==> config.mk <==
export PLATFORM = sky130hd
export DESIGN_NAME = pushbutton_op_select
export DESIGN_NICKNAME = d
export VERILOG_FILES = /design/src/rtl/pushbutton_op_select_pkg.sv /design/src/rtl/pushbutton_op_select_button_debounce.sv /design/src/rtl/pushbutton_op_select.sv
export SDC_FILE = /design/constraint.sdc
export NUM_CORES = 1
export LEC_CHECK = 0
export BUFFER_PORTS_ARGS = -buffer_cell sky130_fd_sc_hd__buf_4
export CAP_MARGIN = 20
export CORE_MARGIN = 3
export CORE_UTILIZATION = 54
export CTS_CLUSTER_SIZE = 40
export DETAILED_ROUTE_END_ITERATION = 12
export HOLD_SLACK_MARGIN = 0.03
export PLACE_DENSITY = 0.74
export SYNTH_ARGS = -nofsm -noshare
export SYNTH_HDL_FRONTEND = slang
export SYNTH_HIERARCHICAL = 1
export SYNTH_SLANG_ARGS = --single-unit
==> constraint.sdc <==
create_clock -name clk -period 1.6 [get_ports clk]
set_clock_uncertainty 0.2 [all_clocks]
set_input_delay 0.32 -clock clk [delete_from_list [all_inputs] [get_ports clk]]
set_output_delay 0.32 -clock clk [all_outputs]
set_load 0.02 [all_outputs]
==> src/rtl/pushbutton_op_select_pkg.sv <==
// Shared definitions for the pushbutton operation-select block.
package pushbutton_op_select_pkg;

    // Operation-select mode, encoded as seen on the mode output port.
    typedef enum logic [1:0] {
        MODE_IDLE = 2'b00,
        MODE_AND  = 2'b01,
        MODE_ADD  = 2'b10
    } mode_t;

    // Simulation-friendly default; hardware builds override to 1_000_000 (10 ms at 100 MHz).
    localparam int unsigned DEFAULT_DEBOUNCE_CYCLES = 16;

endpackage

==> src/rtl/pushbutton_op_select_button_debounce.sv <==
// Per-button conditioning: 2-flop synchroniser, stability counter and rise detect.
module button_debounce
    import pushbutton_op_select_pkg::*;
#(
    parameter int unsigned DEBOUNCE_CYCLES = DEFAULT_DEBOUNCE_CYCLES,
    parameter int unsigned CNT_W           = $clog2(DEBOUNCE_CYCLES) + 1
) (
    input  logic clk,
    input  logic reset,
    input  logic raw,
    output logic stable,
    output logic rise
);

    localparam logic [CNT_W-1:0] CNT_LAST = CNT_W'(DEBOUNCE_CYCLES - 1);

    logic             sync_meta;
    logic             synced;
    logic [CNT_W-1:0] cnt;

    // Bring the asynchronous raw button into the clock domain.
    always_ff @(posedge clk or posedge reset) begin
        if (reset) begin
            sync_meta <= 1'b0;
            synced    <= 1'b0;
        end else begin
            sync_meta <= raw;
            synced    <= sync_meta;
        end
    end

    // Accept a new level only after it has disagreed with the current one for
    // DEBOUNCE_CYCLES consecutive cycles; flag a rise in the same update.
    always_ff @(posedge clk or posedge reset) begin
        if (reset) begin
            stable <= 1'b0;
            cnt    <= '0;
            rise   <= 1'b0;
        end else begin
            rise <= 1'b0;
            if (synced == stable) begin
                cnt <= '0;
            end else if (cnt == CNT_LAST) begin
                stable <= synced;
                cnt    <= '0;
                rise   <= synced;
            end else begin
                cnt <= cnt + 1'b1;
            end
        end
    end

endmodule

==> src/rtl/pushbutton_op_select.sv <==
// Turns two bouncy board pushbuttons into sticky AND/ADD select levels.
module pushbutton_op_select
    import pushbutton_op_select_pkg::*;
#(
    parameter int unsigned DEBOUNCE_CYCLES = DEFAULT_DEBOUNCE_CYCLES
) (
    input  logic       clk,
    input  logic       reset,
    input  logic       left_btn_raw,
    input  logic       right_btn_raw,
    output logic       left_pushbutton,
    output logic       right_pushbutton,
    output logic [1:0] mode,
    output logic       press_pulse
);

    localparam int unsigned CNT_W = $clog2(DEBOUNCE_CYCLES) + 1;

    logic  left_stable;
    logic  left_rise;
    logic  right_stable;
    logic  right_rise;

    mode_t mode_q;
    mode_t mode_next;
    logic  write_next;

    button_debounce #(
        .DEBOUNCE_CYCLES (DEBOUNCE_CYCLES),
        .CNT_W           (CNT_W)
    ) u_left_debounce (
        .clk    (clk),
        .reset  (reset),
        .raw    (left_btn_raw),
        .stable (left_stable),
        .rise   (left_rise)
    );

    button_debounce #(
        .DEBOUNCE_CYCLES (DEBOUNCE_CYCLES),
        .CNT_W           (CNT_W)
    ) u_right_debounce (
        .clk    (clk),
        .reset  (reset),
        .raw    (right_btn_raw),
        .stable (right_stable),
        .rise   (right_rise)
    );

    // Mode register plus the select/pulse outputs registered alongside it.
    always_ff @(posedge clk or posedge reset) begin
        if (reset) begin
            mode_q           <= MODE_IDLE;
            left_pushbutton  <= 1'b0;
            right_pushbutton <= 1'b0;
            press_pulse      <= 1'b0;
        end else begin
            mode_q           <= mode_next;
            left_pushbutton  <= (mode_next == MODE_AND);
            right_pushbutton <= (mode_next == MODE_ADD);
            press_pulse      <= write_next;
        end
    end

    // Any rise writes the mode (left wins a tie); releases leave it alone.
    always_comb begin
        mode_next  = mode_q;
        write_next = 1'b0;
        if (left_rise) begin
            mode_next  = MODE_AND;
            write_next = 1'b1;
        end else if (right_rise) begin
            mode_next  = MODE_ADD;
            write_next = 1'b1;
        end
    end

    assign mode = mode_q;

    // A rise is only ever reported together with the debounced level being high.
    a_left_rise_stable : assert property (@(posedge clk) disable iff (reset) left_rise |-> left_stable);
    a_right_rise_stable : assert property (@(posedge clk) disable iff (reset) right_rise |-> right_stable);

endmodule

==> flow_metrics.py, run 1 <==
metrics = {
    "logic_synthesis": {
        "synth_compound_area_share_pct": 3.953,
        "synth_fp_nets": 72,
        "muxShareOfSynthArea_pct": 2.635,
        "yosys_register_bits": 23,
        "synth_top_family_by_area": "simple AND/OR/NAND/NOR gates",
        "avgSynthCellArea_um2": 12.95,
        "yosysWarnings": 6,
        "ys_seq_area_share_pct": 67.35,
        "synthAdderAreaFrac_pct": 2.928,
        "netlist_area_um2": 854.6,
        "yosys.area_share.simple_pct": 14.35,
        "yosys.area_share.xor_xnor_pct": 6.149,
        "synthCells": 66,
        "synthDistinctLibCells": 16,
    },
    "cts": {
        "ctsRootBufferMaster": "clkbuf_4",
        "h-tree-depth": 1,
        "cts_setup_buffers": 0,
        "clkSinkCount": 23,
        "cts_tree": "yes",
        "numCtsBuffers": 3,
        "clock_latency_ns": 0.30,
        "cts_max_path_buffers": 2,
        "path_clk_slew_ns": 0.11,
    },
    "drt": {
        "num_vias": 494,
        "ant_nets": 0,
        "drc": 0,
        "firstDrtPassIters": 2,
        "drtIter0Drc": 4,
        "via_per_inst": 5.146,
        "wl_um": 1166,
        "wire_per_inst_um": 12.15,
    },
    "sta": {
        "max_freq_ghz": 0.6853,
        "layout_setup_ws_ns": 0.1408,
        "hold_viol": 0,
        "period_share_pct": 91.20,
        "rsz0062_at_grt": "no",
        "slew_headroom_pct": 76.98,
        "tightest_slew_ns": 0.3449,
        "tns_ns": 0,
        "finalMaxSlewViolations": 0,
        "setup_violations": 0,
        "period_needed_ns": 1.459,
        "whs_ns": 0.1666,
    },
    "final_layout": {
        "final_area_um2": 989.7,
        "stdcell_count": 96,
        "utilization_pct": 70.75,
        "n_antenna_cell": 0,
        "area_growth_syn_to_layout_pct": 15.81,
        "drive_above_1_share_pct": 19.75,
        "nets": 88,
    },
    "global_route": {
        "grtUsageTotal_pct": 15.14,
        "grt_pass1_wl_um": 2194,
        "grt_max_degree": 13,
        "first_global_vias": 520,
        "overflow": 0,
        "antenna_found_initial": 0,
    },
    "setup_path": {
        "worstPathArrival_ns": 1.45,
        "crit_type": "flop to flop",
        "r2r_cells": 4,
        "critPathLaunchType": "flop",
        "crit_required_ns": 1.59,
        "endpoint_kind": "flop",
        "crit_fanout": 4,
    },
    "placed_design": {
        "placed_cell_area_um2": 933.4,
        "globalplace.congestion": 0.7510,
        "numPortBuffers": 8,
        "hpwlAfterDp_um": 876.7,
        "dpl.cell_count": 89,
        "pre_cts_slack_ns": 0.1546,
    },
    "die": {
        "dieArea_um2": 2096,
        "die_y_um": 45.78,
        "io_pins": 9,
        "fp.coreArea_um2": 1399,
        "start_util_pct": 61.09,
        "rows": 13,
        "fp.dieW_um": 45.78,
    },
    "worst_hold_path": {
        "hold_class": "flop to flop",
        "holdPathStages": 0,
    },
    "power": {
        "power.leakage_nw": 0.5478,
        "p_total_mw": 0.9116,
        "power-per-cell-area_nw_per_um2": 921.1,
        "ir_drop_v": 0.0005433,
    },
    "status": {
        "outcome": "finished, final reports clean",
    },
    "job": {
        "drv_cap": 0,
    },
}
cells in the mapped netlist:
| cell | count | share of area [%] |
|---|---|---|
| nor2_1 | 10 | 4.4 |
| inv_1 | 6 | 2.6 |
| ha_1 | 2 | 2.9 |
| and2_1 | 2 | 1.5 |
| nor4b_1 | 2 | 2.1 |
| nand3_1 | 2 | 1.2 |
| nand2b_1 | 1 | 0.73 |
| or2_1 | 1 | 0.73 |
| a21o_1 | 2 | 1.8 |
| and3_1 | 2 | 1.5 |
| o21ai_1 | 2 | 1.2 |
| dfrtp_1 | 23 | 67 |
| nand3_2 | 2 | 2.3 |
| mux2_2 | 2 | 2.6 |
| xor2_1 | 6 | 6.1 |
| a21oi_2 | 1 | 1.0 |
power by group:
| group | switching, mW | internal, mW | leakage [nW] |
|---|---|---|---|
| combinational | 0.0276 | 0.0236 | 0.226 |
| clock | 0.153 | 0.0970 | 0.0150 |
| sequential | 0.0123 | 0.598 | 0.307 |
| total | 0.193 | 0.719 | 0.548 |
area by class of cell:
class | instances | area (um2)
timing repair buffer | 11 | 90.09
tap | 15 | 18.77
fill | 97 | 409.1
inverter | 6 | 22.52
sequential | 23 | 575.6
clock buffer | 4 | 26.28
multi-input combinational | 37 | 256.5
sequential cells by signal (all words and copies together), names as in the netlist:
register	count
u_left_debounce/stable	1
left_pushbutton	1
u_left_debounce/rise	1
press_pulse	1
mode	2
right_pushbutton	1
u_right_debounce/stable	1
u_right_debounce/sync_meta	1
u_right_debounce/synced	1
u_right_debounce/rise	1
u_left_debounce/synced	1
u_left_debounce/cnt	5
u_left_debounce/sync_meta	1
u_right_debounce/cnt	5
kinds of logic (layout without fill, tap and decap cells):
| kind of cell | after synthesis | after routing |
|---|---|---|
| buffers and inverters | 6 | 21 |
| AND/OR/NAND/NOR | 22 | 22 |
| flip-flops | 23 | 23 |
| AO/OA/AOI/OAI | 5 | 5 |
| XOR/XNOR | 6 | 6 |
| multiplexers | 2 | 2 |
| adder cells (fa/ha/maj) | 2 | 2 |
metal layers:
metal	global-route usage [%]	wire length, um	up-vias
li1	-	-	248
met1	19.43	557	236
met2	23.40	553	8
met3	3.557	44	2
met4	8.523	12	0
met5	0	0	-
final timing paths:
path / from / endpoint / slack (ns)
worst max-delay path: u_right_debounce/cnt[0] / u_right_debounce/stable / 0.14
worst min-delay path: u_left_debounce/sync_meta / u_left_debounce/synced / 0.17
worst max register to register: u_right_debounce/cnt[0] / u_right_debounce/stable / 0.14
worst min register to register: u_left_debounce/sync_meta / u_left_debounce/synced / 0.17
max in group asynchronous: reset / u_right_debounce/sync_meta / 0.59
min in group asynchronous: reset / mode[1] / 0.29
what timing repair did:
action                    CTS  global route
hold endpoints to repair   25             0
gates resized for setup     0             0
hold buffers                3             0
layout by cell type (no fill, tap or decap):
cell and instances:
dfrtp_1 23, nor2_1 10, buf_4 8, inv_1 6
xor2_1 6, clkbuf_4 3, dlygate4sd3_1 3, a21o_1 2
and2_1 2, nand3_2 2, o21ai_1 2, nand3_1 2
and3_1 2, nor4b_1 2, mux2_2 2, ha_1 2
nand2b_1 1, a21oi_2 1, or2_1 1, clkbuf_1 1
worst max-delay path, cell delays in order (launching register included):
cell	delay [ns]
dfrtp_1	0.39
ha_1	0.20
nand3_2	0.11
nor2_1	0.11
mux2_2	0.33
Power figures use the tool's default switching activity.
==> inputs of run 2 (changes only) <==
- BUFFER_PORTS_ARGS: -buffer_cell sky130_fd_sc_hd__buf_4 -> -buffer_cell sky130_fd_sc_hd__buf_2
- CAP_MARGIN: 20 -> default
==> run 2 against run 1 <==
Setup slack worse by 0.046 ns. Combinational power down 6.8%. Wire length down 1.5%. Largest power group unchanged.
==> flow_metrics.py, run 2 (same netlist as run 1, synthesis figures left out) <==
metrics = {
    "sta": {
        "whs_ns": 0.1634,
        "rsz0062_at_grt": "no",
        "tns_ns": 0,
        "period_needed_ns": 1.505,
        "period_share_pct": 94.08,
        "max_freq_ghz": 0.6643,
        "finalMaxSlewViolations": 0,
        "slew_headroom_pct": 76.83,
        "hold_viol": 0,
        "tightest_slew_ns": 0.3471,
        "setup_violations": 0,
    },
    "setup_path": {
        "r2r_slack_ns": 0.09,
        "endpoint_kind": "flop",
        "critPathLaunchType": "flop",
        "r2r-end": "u_right_debounce/stable",
        "crit_type": "flop to flop",
        "r2r_cells": 4,
        "worstPathArrival_ns": 1.49,
        "crit_required_ns": 1.59,
        "crit_fanout": 4,
        "rr_startpoint": "u_right_debounce/cnt[0]",
    },
    "final_layout": {
        "layout_common_cells": "23 x dfrtp_1, 10 x nor2_1, 8 x buf_2, 6 x inv_1, 6 x xor2_1",
        "mostFrequentLayoutCell": "dfrtp_1",
        "drive_above_1_share_pct": 19.75,
        "utilization_pct": 69.32,
        "nets": 88,
        "final_area_um2": 969.7,
        "n_antenna_cell": 0,
        "area_growth_syn_to_layout_pct": 13.47,
    },
    "cts": {
        "cts_setup_buffers": 0,
        "cts_max_path_buffers": 2,
        "ctsRootBufferMaster": "clkbuf_4",
        "path_clk_slew_ns": 0.10,
        "cts_tree": "yes",
        "h-tree-depth": 1,
        "clkSinkCount": 23,
        "clock_latency_ns": 0.30,
        "numCtsBuffers": 3,
    },
    "global_route": {
        "grt_max_degree": 13,
        "grt_pass1_wl_um": 1966,
        "grtUsageTotal_pct": 13.65,
        "antenna_found_initial": 0,
        "overflow": 0,
        "first_global_vias": 494,
    },
    "power": {
        "power.leakage_nw": 0.5459,
        "p_int_mw": 0.7168,
        "power.switching_mw": 0.1900,
        "power_frac_seq_pct": 67.3,
        "clkPwrFrac_pct": 27.4,
        "p_sw_share_pct": 20.95,
        "p_total_mw": 0.9068,
        "power-per-cell-area_nw_per_um2": 935.1,
        "ir_drop_v": 0.0005821,
        "combPwrFrac_pct": 5.3,
    },
    "die": {
        "io_pins": 9,
        "fp.dieW_um": 45.78,
        "start_util_pct": 61.09,
        "rows": 13,
        "fp.coreArea_um2": 1399,
        "dieArea_um2": 2096,
        "die_y_um": 45.78,
    },
    "job": {
        "drv_cap": 0,
    },
    "drt": {
        "ant_nets": 0,
        "wire_per_inst_um": 11.97,
        "via_per_inst": 5.010,
        "num_vias": 481,
        "drtIter0Drc": 12,
        "drc": 0,
        "firstDrtPassIters": 4,
        "wl_um": 1149,
    },
    "placed_design": {
        "hpwlAfterDp_um": 830.3,
        "globalplace.congestion": 0.6944,
        "numPortBuffers": 8,
        "placed_cell_area_um2": 913.4,
    },
    "worst_hold_path": {
        "hp-start": "u_right_debounce/sync_meta",
        "holdPathStages": 0,
        "hold_class": "flop to flop",
        "holdPathEnd": "u_right_debounce/synced",
    },
    "status": {
        "outcome": "finished, final reports clean",
    },
}
run 2: cell counts in the layout (fill, tap and decap cells not counted):
Identical to the previous run, type by type.
run 2: worst max-delay path by stage:
| stage | start | to | slack, ns | cells past startpoint |
|---|---|---|---|---|
| 2_1_floorplan | u_left_debounce/cnt[0] | u_left_debounce/stable | 0.22 | 4 |
| 3_3_place_gp | u_left_debounce/cnt[0] | u_left_debounce/stable | 0.17 | 4 |
| 3_5_place_dp | u_right_debounce/cnt[0] | u_right_debounce/stable | 0.12 | 4 |
| 4_1_cts | u_right_debounce/cnt[0] | u_right_debounce/stable | 0.09 | 4 |
| 5_1_grt | u_right_debounce/cnt[0] | u_right_debounce/stable | 0.03 | 4 |
| 6_report | u_right_debounce/cnt[0] | u_right_debounce/stable | 0.09 | 4 |
run 2: metal layers:
layer / vias up / global-route usage [%] / routed length [um]
met2: 12 / 22.28 / 529
li1: 240 / - / -
met4: 0 / 5.114 / 12
met1: 227 / 15.80 / 542
met3: 2 / 5.929 / 65
met5: - / 0 / 0
run 2: power by group through the flow:
stage | Combinational [mW] | Sequential [mW] | Clock, mW
floorplan | 0.0329 | 0.620 | 0
finish | 0.0477 | 0.611 | 0.248
global route | 0.0565 | 0.613 | 0.281
detailed placement | 0.0430 | 0.622 | 0
global placement | 0.0427 | 0.621 | 0
CTS | 0.0491 | 0.611 | 0.260
run 2: metrics by stage:
step | worst slack, ns | cells
global route | 0.03490 | 96
floorplan | 0.2217 | 66
CTS | 0.09342 | 96
finish | 0.09468 | 96
detailed placement | 0.1215 | 89
global placement | 0.1742 | 89
run 2: worst max-delay path, stage by stage, from the launching register on:
cell and delay [ns]:
dfrtp_1 0.39, ha_1 0.21, nand3_2 0.11, nor2_1 0.14, mux2_2 0.36
run 2: layout make-up:
class                           count  area, um2
Clock buffer                        4      26.28
Fill cell                         101      429.2
Inverter                            6      22.52
Multi-Input combinational cell     37      256.5
Sequential cell                    23      575.6
Tap cell                           15      18.77
Timing Repair Buffer               11      70.07
run 2: what timing repair did:
| action | CTS | global route |
|---|---|---|
| hold buffers | 3 | 0 |
| hold endpoints to repair | 25 | 0 |
| gates resized for setup | 0 | 0 |
